--- config.mk ---
export PLATFORM = sky130hd
export DESIGN_NAME = mul_div_unit_flat
export DESIGN_NICKNAME = d
export VERILOG_FILES = /design/src/rtl/mul_div_unit_pkg.sv /design/src/rtl/mul_div_unit_if.sv /design/src/rtl/mul_div_unit_iter_step.sv /design/src/rtl/mul_div_unit.sv /design/src/flat_wrapper.sv
export SDC_FILE = /design/constraint.sdc
export NUM_CORES = 1
export LEC_CHECK = 0
export CAP_MARGIN = 20
export CORE_UTILIZATION = 30
export CTS_CLUSTER_SIZE = 24
export DETAILED_ROUTE_END_ITERATION = 10
export GPL_TIMING_DRIVEN = 0
export RECOVER_POWER = 50
export SETUP_SLACK_MARGIN = 0.1
export SKIP_CTS_REPAIR_TIMING = 1
export SYNTH_ARGS = -nofsm -noshare
export SYNTH_HDL_FRONTEND = slang
export SYNTH_SLANG_ARGS = --single-unit
--- constraint.sdc ---
create_clock -name clk -period 4.75 [get_ports clk]
set_input_delay 0.7125 -clock clk [delete_from_list [all_inputs] [get_ports clk]]
set_output_delay 0.7125 -clock clk [all_outputs]
set_load 0.005 [all_outputs]
--- src/rtl/mul_div_unit_pkg.sv ---
// mdu_pkg: shared definitions for the iterative RV32M multiply/divide unit.
//   XLEN / CNT_W  operand width and iteration counter width
//   mdu_op_e      funct3 encodings of the M-extension operations
//   mdu_state_e   sequencer states
//   negate        two's-complement negate helper used for magnitudes and sign fix
package mdu_pkg;

   localparam int XLEN  = 32;
   localparam int CNT_W = 6;

   typedef enum logic [2:0] {
      MDU_MUL    = 3'd0,
      MDU_MULH   = 3'd1,
      MDU_MULHSU = 3'd2,
      MDU_MULHU  = 3'd3,
      MDU_DIV    = 3'd4,
      MDU_DIVU   = 3'd5,
      MDU_REM    = 3'd6,
      MDU_REMU   = 3'd7
   } mdu_op_e;

   typedef enum logic [1:0] {
      ST_IDLE = 2'd0,
      ST_CALC = 2'd1,
      ST_FIX  = 2'd2,
      ST_DONE = 2'd3
   } mdu_state_e;

   function automatic logic [XLEN-1:0] negate(input logic [XLEN-1:0] x);
      return ~x + XLEN'(1);
   endfunction

endpackage

--- src/rtl/mul_div_unit_if.sv ---
// mul_div_unit_if: request/writeback bundle between the core datapath and the
// multiply/divide unit.
//   start, kill, op, rs1_data, rs2_data, rd_addr   core -> unit
//   busy, done, result, wb_addr, wb_en             unit -> core
// master = core side, slave = unit side.
interface mul_div_unit_if;
   import mdu_pkg::*;

   logic            start;
   logic            kill;
   logic [2:0]      op;
   logic [XLEN-1:0] rs1_data;
   logic [XLEN-1:0] rs2_data;
   logic [4:0]      rd_addr;
   logic            busy;
   logic            done;
   logic [XLEN-1:0] result;
   logic [4:0]      wb_addr;
   logic            wb_en;

   modport master (
      output start, kill, op, rs1_data, rs2_data, rd_addr,
      input  busy, done, result, wb_addr, wb_en
   );

   modport slave (
      input  start, kill, op, rs1_data, rs2_data, rd_addr,
      output busy, done, result, wb_addr, wb_en
   );

endinterface

--- src/rtl/mul_div_unit_iter_step.sv ---
// mdu_iter_step: one combinational iteration of the shared hi/lo datapath.
//   is_div  1: restoring shift-subtract step, 0: shift-add step
//   hi, lo  current accumulator halves
//   m       multiplicand magnitude (multiply) or divisor magnitude (divide)
//   hi_nxt, lo_nxt  accumulator after this step
// Multiply: lo holds the unconsumed multiplier bits, the product shifts in from
// the top. Divide: hi is the partial remainder, lo shifts the dividend out and
// the quotient bits in.
module mdu_iter_step
   import mdu_pkg::*;
(
   input  logic            is_div,
   input  logic [XLEN-1:0] hi,
   input  logic [XLEN-1:0] lo,
   input  logic [XLEN-1:0] m,
   output logic [XLEN-1:0] hi_nxt,
   output logic [XLEN-1:0] lo_nxt
);

   logic [XLEN:0] sum;
   logic [XLEN:0] shifted;
   logic [XLEN:0] diff;

   always_comb begin
      sum     = {1'b0, hi} + {1'b0, (lo[0] ? m : '0)};
      shifted = {hi, lo[XLEN-1]};
      diff    = shifted - {1'b0, m};
      hi_nxt  = '0;
      lo_nxt  = '0;
      if (is_div) begin
         // borrow out of the 33-bit subtract means the trial remainder went negative
         if (diff[XLEN]) begin
            hi_nxt = shifted[XLEN-1:0];
            lo_nxt = {lo[XLEN-2:0], 1'b0};
         end else begin
            hi_nxt = diff[XLEN-1:0];
            lo_nxt = {lo[XLEN-2:0], 1'b1};
         end
      end else begin
         hi_nxt = sum[XLEN:1];
         lo_nxt = {sum[0], lo[XLEN-1:1]};
      end
   end

endmodule

--- src/rtl/mul_div_unit.sv ---
// mul_div_unit: iterative RV32M multiply/divide unit, stalls the core via busy.
//   clk, rst_n   clock, asynchronous active-low reset
//   bus (slave)  start/kill/op/rs1_data/rs2_data/rd_addr in,
//                busy/done/result/wb_addr/wb_en out
//
// state   | meaning
// IDLE    | waiting for start; operands latched on accept
// CALC    | 32 shift-add / shift-subtract iterations on magnitudes
// FIX     | apply result sign, select word, load result
// DONE    | done pulse, writeback enable when wb_addr != 0
module mul_div_unit
   import mdu_pkg::*;
(
   input  logic           clk,
   input  logic           rst_n,
   mul_div_unit_if.slave  bus
);

   mdu_state_e      state_q;
   logic [CNT_W-1:0] cnt_q;
   logic [2:0]      op_q;
   logic [XLEN-1:0] hi_q;
   logic [XLEN-1:0] lo_q;
   logic [XLEN-1:0] m_q;
   logic            neg_q;
   logic            sp_q;
   logic            busy_q;
   logic            done_q;
   logic            wb_en_q;
   logic [XLEN-1:0] result_q;
   logic [4:0]      wb_addr_q;

   logic            signed_a;
   logic            signed_b;
   logic            neg_a;
   logic            neg_b;
   logic [XLEN-1:0] mag_a;
   logic [XLEN-1:0] mag_b;
   logic            is_div;
   logic            div_zero;
   logic            div_ovf;
   logic            special;
   logic [XLEN-1:0] sp_val;

   logic [XLEN-1:0]   hi_nxt;
   logic [XLEN-1:0]   lo_nxt;
   logic [2*XLEN-1:0] prod;
   logic [2*XLEN-1:0] prod_s;
   logic [XLEN-1:0]   quo_rem;
   logic [XLEN-1:0]   fix_val;

   // operand decode on the request, used only on the accepting edge
   always_comb begin
      signed_a = (bus.op == MDU_MULH) || (bus.op == MDU_MULHSU) ||
                 (bus.op == MDU_DIV)  || (bus.op == MDU_REM);
      signed_b = (bus.op == MDU_MULH) || (bus.op == MDU_DIV) || (bus.op == MDU_REM);
      neg_a    = signed_a & bus.rs1_data[XLEN-1];
      neg_b    = signed_b & bus.rs2_data[XLEN-1];
      mag_a    = neg_a ? negate(bus.rs1_data) : bus.rs1_data;
      mag_b    = neg_b ? negate(bus.rs2_data) : bus.rs2_data;
      is_div   = bus.op[2];
      div_zero = (bus.rs2_data == '0);
      div_ovf  = ((bus.op == MDU_DIV) || (bus.op == MDU_REM)) &&
                 (bus.rs1_data == {1'b1, {(XLEN-1){1'b0}}}) && (bus.rs2_data == '1);
      special  = is_div & (div_zero | div_ovf);
      sp_val   = '0;
      if (div_zero)
         sp_val = bus.op[1] ? bus.rs1_data : '1;
      else
         sp_val = bus.op[1] ? '0 : {1'b1, {(XLEN-1){1'b0}}};
   end

   mdu_iter_step u_step (
      .is_div (op_q[2]),
      .hi     (hi_q),
      .lo     (lo_q),
      .m      (m_q),
      .hi_nxt (hi_nxt),
      .lo_nxt (lo_nxt)
   );

   // sign fix: op_q[1] selects remainder (hi) for REM/REMU, quotient (lo) otherwise
   always_comb begin
      prod    = {hi_q, lo_q};
      prod_s  = neg_q ? (~prod + (2*XLEN)'(1)) : prod;
      quo_rem = op_q[1] ? hi_q : lo_q;
      fix_val = '0;
      if (op_q[2])
         fix_val = neg_q ? negate(quo_rem) : quo_rem;
      else if (op_q == MDU_MUL)
         fix_val = prod_s[XLEN-1:0];
      else
         fix_val = prod_s[2*XLEN-1:XLEN];
   end

   always_ff @(posedge clk or negedge rst_n) begin
      if (!rst_n) begin
         state_q   <= ST_IDLE;
         cnt_q     <= '0;
         op_q      <= '0;
         hi_q      <= '0;
         lo_q      <= '0;
         m_q       <= '0;
         neg_q     <= 1'b0;
         sp_q      <= 1'b0;
         busy_q    <= 1'b0;
         done_q    <= 1'b0;
         wb_en_q   <= 1'b0;
         result_q  <= '0;
         wb_addr_q <= '0;
      end else if (bus.kill && (state_q != ST_IDLE)) begin
         state_q <= ST_IDLE;
         busy_q  <= 1'b0;
         done_q  <= 1'b0;
         wb_en_q <= 1'b0;
      end else begin
         case (state_q)
            ST_IDLE: begin
               if (bus.start && !bus.kill) begin
                  busy_q    <= 1'b1;
                  op_q      <= bus.op;
                  wb_addr_q <= bus.rd_addr;
                  cnt_q     <= CNT_W'(XLEN-1);
                  sp_q      <= special;
                  neg_q     <= (is_div && bus.op[1]) ? neg_a : (neg_a ^ neg_b);
                  hi_q      <= '0;
                  if (special) begin
                     lo_q    <= sp_val;
                     state_q <= ST_FIX;
                  end else begin
                     lo_q    <= is_div ? mag_a : mag_b;
                     m_q     <= is_div ? mag_b : mag_a;
                     state_q <= ST_CALC;
                  end
               end
            end
            ST_CALC: begin
               hi_q <= hi_nxt;
               lo_q <= lo_nxt;
               if (cnt_q == '0)
                  state_q <= ST_FIX;
               else
                  cnt_q <= cnt_q - CNT_W'(1);
            end
            ST_FIX: begin
               result_q <= sp_q ? lo_q : fix_val;
               done_q   <= 1'b1;
               wb_en_q  <= (wb_addr_q != '0);
               state_q  <= ST_DONE;
            end
            ST_DONE: begin
               done_q  <= 1'b0;
               wb_en_q <= 1'b0;
               busy_q  <= 1'b0;
               state_q <= ST_IDLE;
            end
            default: state_q <= ST_IDLE;
         endcase
      end
   end

   // kill suppresses a done pulse in the very cycle it is raised
   assign bus.busy    = busy_q;
   assign bus.done    = done_q & ~bus.kill;
   assign bus.wb_en   = wb_en_q & ~bus.kill;
   assign bus.result  = result_q;
   assign bus.wb_addr = wb_addr_q;

endmodule

--- src/flat_wrapper.sv ---
// flat-port wrapper written by rule: the top's interface ports become plain ports
module mul_div_unit_flat import mdu_pkg::*;
  (clk, rst_n, bus_start, bus_kill, bus_op, bus_rs1_data, bus_rs2_data, bus_rd_addr, bus_busy, bus_done, bus_result, bus_wb_addr, bus_wb_en);
  mul_div_unit_if bus_i ();
  input  logic clk;
  input  logic rst_n;
  input wire logic [$bits(bus_i.start)-1:0] bus_start;
  input wire logic [$bits(bus_i.kill)-1:0] bus_kill;
  input wire logic [$bits(bus_i.op)-1:0] bus_op;
  input wire logic [$bits(bus_i.rs1_data)-1:0] bus_rs1_data;
  input wire logic [$bits(bus_i.rs2_data)-1:0] bus_rs2_data;
  input wire logic [$bits(bus_i.rd_addr)-1:0] bus_rd_addr;
  output wire logic [$bits(bus_i.busy)-1:0] bus_busy;
  output wire logic [$bits(bus_i.done)-1:0] bus_done;
  output wire logic [$bits(bus_i.result)-1:0] bus_result;
  output wire logic [$bits(bus_i.wb_addr)-1:0] bus_wb_addr;
  output wire logic [$bits(bus_i.wb_en)-1:0] bus_wb_en;
  assign bus_i.start = bus_start;
  assign bus_i.kill = bus_kill;
  assign bus_i.op = bus_op;
  assign bus_i.rs1_data = bus_rs1_data;
  assign bus_i.rs2_data = bus_rs2_data;
  assign bus_i.rd_addr = bus_rd_addr;
  assign bus_busy = bus_i.busy;
  assign bus_done = bus_i.done;
  assign bus_result = bus_i.result;
  assign bus_wb_addr = bus_i.wb_addr;
  assign bus_wb_en = bus_i.wb_en;
  mul_div_unit u_core (.clk(clk), .rst_n(rst_n), .bus(bus_i));
endmodule
==> qor.yml, run 1 <==
global_routing:
  largest_net_degree_at_the_start_of_global_routing: 86
  overall_global_routing_usage: 0.2693
  number_of_global_route_vias_before_repair: 17500
  grt_pass1_wl_mm: 112.7
  globalRouteOverflowTotal: 0
  initial_antenna_violation_count: 0
logic_synthesis:
  synth_async_sr_flop_share: 1.000
  mean_post_synth_cell_area_um2: 7.536
  synth-warning-count: 0
  postSynthNetCount: 2356
  synth-main-ff-cell: "sky130_fd_sc_hd__dfrtp_1"
  ys_seq_area_frac: 0.2247
  synth_enable_flop_cells: 0
  synthDistinctLibCells: 89
  syn_inst: 2202
  synth_register_bits: 149
  post_syn_area_um2: 16590
cells_and_area:
  commonest_cells_after_routing_fill_and_taps_aside: "sky130_fd_sc_hd__nand2_1, sky130_fd_sc_hd__o21ai_0, sky130_fd_sc_hd__a21oi_1"
  final_design_area_no_fill_um2: 19190
  synth_to_final_area_change_pct: 15.62
  layout_commonest_cell: "sky130_fd_sc_hd__nand2_1"
  finish.net_count: 2488
  drive_gt1_frac: 0.05754
  finalNonFillerCells: 3043
route:
  post_drt_via_cell_ratio: 5.987
  detail_route.wirelength_mm: 76.33
  first_iter_violations: 1968
  drt_first_pass_iters: 6
  route.vias.total: 18220
  postRouteAntennaNets: 0
  routed_length_per_placed_instance_um: 25.08
  drc: 0
worst_setup_path:
  worst_ep_required_time_ns: 5.11
  timing.setup.critical_path_class: "input pin to register"
  cp.arrival_ns: 4.78
  startpoint: "bus_rs1_data[20]"
  crit_fanout: 10
  timing.critical_path.to_type: "register"
  reg2reg_from: "u_core.lo_q[0]$_DFFE_PN0P_"
  critical_path.startpoint_type: "input pin"
sta:
  final-setup-viol-count: 0
  slew_violations: 65
  finalWorstSetupSlack_ns: 0.3221
  clock_skew_ns: 0.01381
  unrepaired_setup_endpoints_after_global_routing: "false"
  period_share: 0.9322
  finalWorstPathRequiredPeriod_ns: 4.428
  worstMarginPinSlew_ns: 3.900
  final-hold-violation-count: 0
  fmax_mhz: 225.8
  maxSlewHeadroom: -1.600
  final.hold.worst_slack_ns: 0.4725
floorplan:
  die_y_extent_um: 237.2
  core_um2: 54240
  initial_utilization: 0.3059
  std_cell_rows: 85
  floorplan.die.width_um: 237.2
  fp.dieArea_um2: 56260
  io_pins: 116
run_status:
  outcome: "finished, violations left"
  violations: "max-capacitance violations, max-slew violations"
min_path:
  holdCritStartpoint: "u_core.bus.result[7]$_DFFE_PN0P_"
  hold_path_class: "register to register"
clock_tree:
  tritoncts.num_buffers: 17
  worstSkewPairLatency_ns: 0.50
  cts.htree.levels: 4
  cts.clk_slew.worst_paths_ns: 0.07
  numClockSinks: 149
  cts_tree: "done"
  cts_max_path_buffers: 2
  clock-root-buffer: "sky130_fd_sc_hd__clkbuf_16"
power:
  power_per_cell_area_nw_per_um2: 694.1
  cellLeakagePower_nw: 7.809
  worst_ir_drop_vdd_uv: 393.1
run:
  maxCapViolations: 1
placed_design:
  post-place-ws_ns: -1.066
  io_buffer_count: 111
  place_congestion: 1.025
  dp.final_hpwl_mm: 60.22
  dpl_cell_area_um2: 18610
  placed_cells: 3011
==> flip-flops by register name (all words and copies together) (netlist names) <==
signal,cells
u_core.neg_q,1
u_core.bus.result,32
u_core.lo_q,32
u_core.sp_q,1
u_core.m_q,32
u_core.op_q,3
u_core.bus.wb_addr,5
u_core.hi_q,32
u_core.wb_en_q,1
u_core.bus.busy,1
u_core.done_q,1
u_core.cnt_q,6
u_core.state_q,2
==> per-stage QoR <==
stage          total power, W    util  TNS (ns)
2_1_floorplan        0.008500       -         0
3_3_place_gp          0.01155  0.3425   -508.48
3_5_place_dp          0.01165  0.3431    -7.147
4_1_cts               0.01310  0.3535    -7.300
5_1_grt               0.01414  0.3537         0
6_report              0.01332  0.3537         0
==> area by class of cell <==
| cell class | count | area, um^2 |
|---|---|---|
| fillers | 5827 | 35050 |
| multi-input cells | 1804 | 11880 |
| flip-flops and latches | 149 | 3729 |
| repair buffers | 116 | 1162 |
| well taps | 696 | 870.8 |
| plain buffers | 162 | 661.9 |
| clock buffers | 19 | 442.9 |
| inverters | 84 | 315.3 |
| clock inverters | 12 | 120.1 |
| diodes | 1 | 2.502 |
==> worst paths after layout <==
check,end,slack (ns),cells past startpoint
setup / recovery,u_core.lo_q[9]$_DFFE_PN0P_,0.32,10
hold / removal,u_core.bus.result[7]$_DFFE_PN0P_,0.47,2
setup reg to reg,u_core.hi_q[31]$_DFFE_PN0P_,0.36,14
hold reg to reg,u_core.bus.result[7]$_DFFE_PN0P_,0.47,2
max in group asynchronous,u_core.hi_q[17]$_DFFE_PN0P_,0.97,1
min in group asynchronous,u_core.done_q$_DFFE_PN0P_,1.55,1
==> cell families after synthesis <==
family | count (synthesis) | synth area share
AOI/OAI and AO/OA | 722 | 0.2776
and+or+nand+nor | 700 | 0.2075
buffers and inverters | 249 | 0.05957
xor gates and xnor gates | 189 | 0.09976
DFF | 149 | 0.2247
muxes | 115 | 0.07118
adders and majority gates | 78 | 0.05972
==> cell usage after synthesis (all sizes together) (9+ instances only) <==
library cell  count  area share
or3              31       0.012
inv              83       0.019
a221o            12      0.0072
a221oi           11      0.0062
o41ai             9      0.0057
or2              17      0.0064
o21bai           11      0.0050
o211ai           29       0.013
nand2           222       0.050
dfrtp           149        0.22
ha               76       0.057
a211oi           25       0.011
xnor2           106       0.056
a21oi           187       0.057
o21a             10      0.0045
nor3             56       0.018
nand4            22      0.0087
and3             20      0.0075
xor2             83       0.044
or4              20       0.010
mux2i            91       0.055
nor2            181       0.041
nand3            31      0.0094
nor2b            10      0.0038
a21o             36       0.016
o21ai           220       0.066
a31oi            19      0.0072
buf              39       0.012
o31ai            43       0.021
a22oi            21      0.0095
nor3b             9      0.0044
mux2             24       0.016
clkbuf          126       0.029
nand2b           31       0.013
o221ai           20       0.011
and2             13      0.0049
nor4             22       0.011
==> report_power, final <==
group          leakage [nW]  internal [W]  switching (W)  total [W]
clock network         0.277      0.000740       0.000656    0.00140
registers              1.85       0.00182       0.000535    0.00235
logic                  5.68       0.00347        0.00610    0.00957
total                  7.81       0.00603        0.00729     0.0133
==> worst max-delay path: stages <==
cell and delay [ns]:
sky130_fd_sc_hd__clkdlybuf4s50_1 0.49, sky130_fd_sc_hd__or4_1 0.69, sky130_fd_sc_hd__nor4_1 0.59, sky130_fd_sc_hd__nand3_1 0.32, sky130_fd_sc_hd__nor2_1 0.43, sky130_fd_sc_hd__or3_1 0.21, sky130_fd_sc_hd__clkbuf_1 0.47, sky130_fd_sc_hd__o21ai_0 0.50
sky130_fd_sc_hd__o21ai_0 0.27, sky130_fd_sc_hd__o21ai_0 0.09
==> layer usage <==
layer,track usage,part of all wire
met1,0.3512,0.43
met2,0.4102,0.43
met3,0.06085,0.085
met4,0.1500,0.055
met5,0,0
(Power assumes the default switching activity.)
==> inputs of run 2 (changes only) <==
--- a/config.mk
+++ b/config.mk
@@ -5,6 +5,7 @@
 export SDC_FILE = /design/constraint.sdc
 export NUM_CORES = 1
 export LEC_CHECK = 0
+export ABC_CLOCK_PERIOD_IN_PS = 4750
 export CAP_MARGIN = 20
 export CORE_UTILIZATION = 30
 export CTS_CLUSTER_SIZE = 24
==> results of run 2 <==
Same layout as run 1: the final DEF is identical, and so are final timing and power.
==> inputs of run 3 (changes only) <==
==> constraint.sdc (replaced) <==
create_clock -name clk -period 4.75 [get_ports clk]
set_input_delay 0.475 -clock clk [delete_from_list [all_inputs] [get_ports clk]]
set_output_delay 0.475 -clock clk [all_outputs]
set_load 0.005 [all_outputs]
==> results of run 3 <==
Same layout as run 1 (identical final DEF). Status: finished, violations left: max-capacitance violations, max-slew violations.
Among the figures that moved: setup slack after layout 0.3221 ns -> 0.3573 ns; hold slack 0.4725 ns -> 0.3714 ns; start point of the critical path bus_rs1_data[20] -> u_core.lo_q[0]$_DFFE_PN0P_; end point of the critical path u_core.lo_q[9]$_DFFE_PN0P_ -> u_core.hi_q[31]$_DFFE_PN0P_; end point of the worst hold path u_core.bus.result[7]$_DFFE_PN0P_ -> u_core.bus.busy$_DFFE_PN0P_
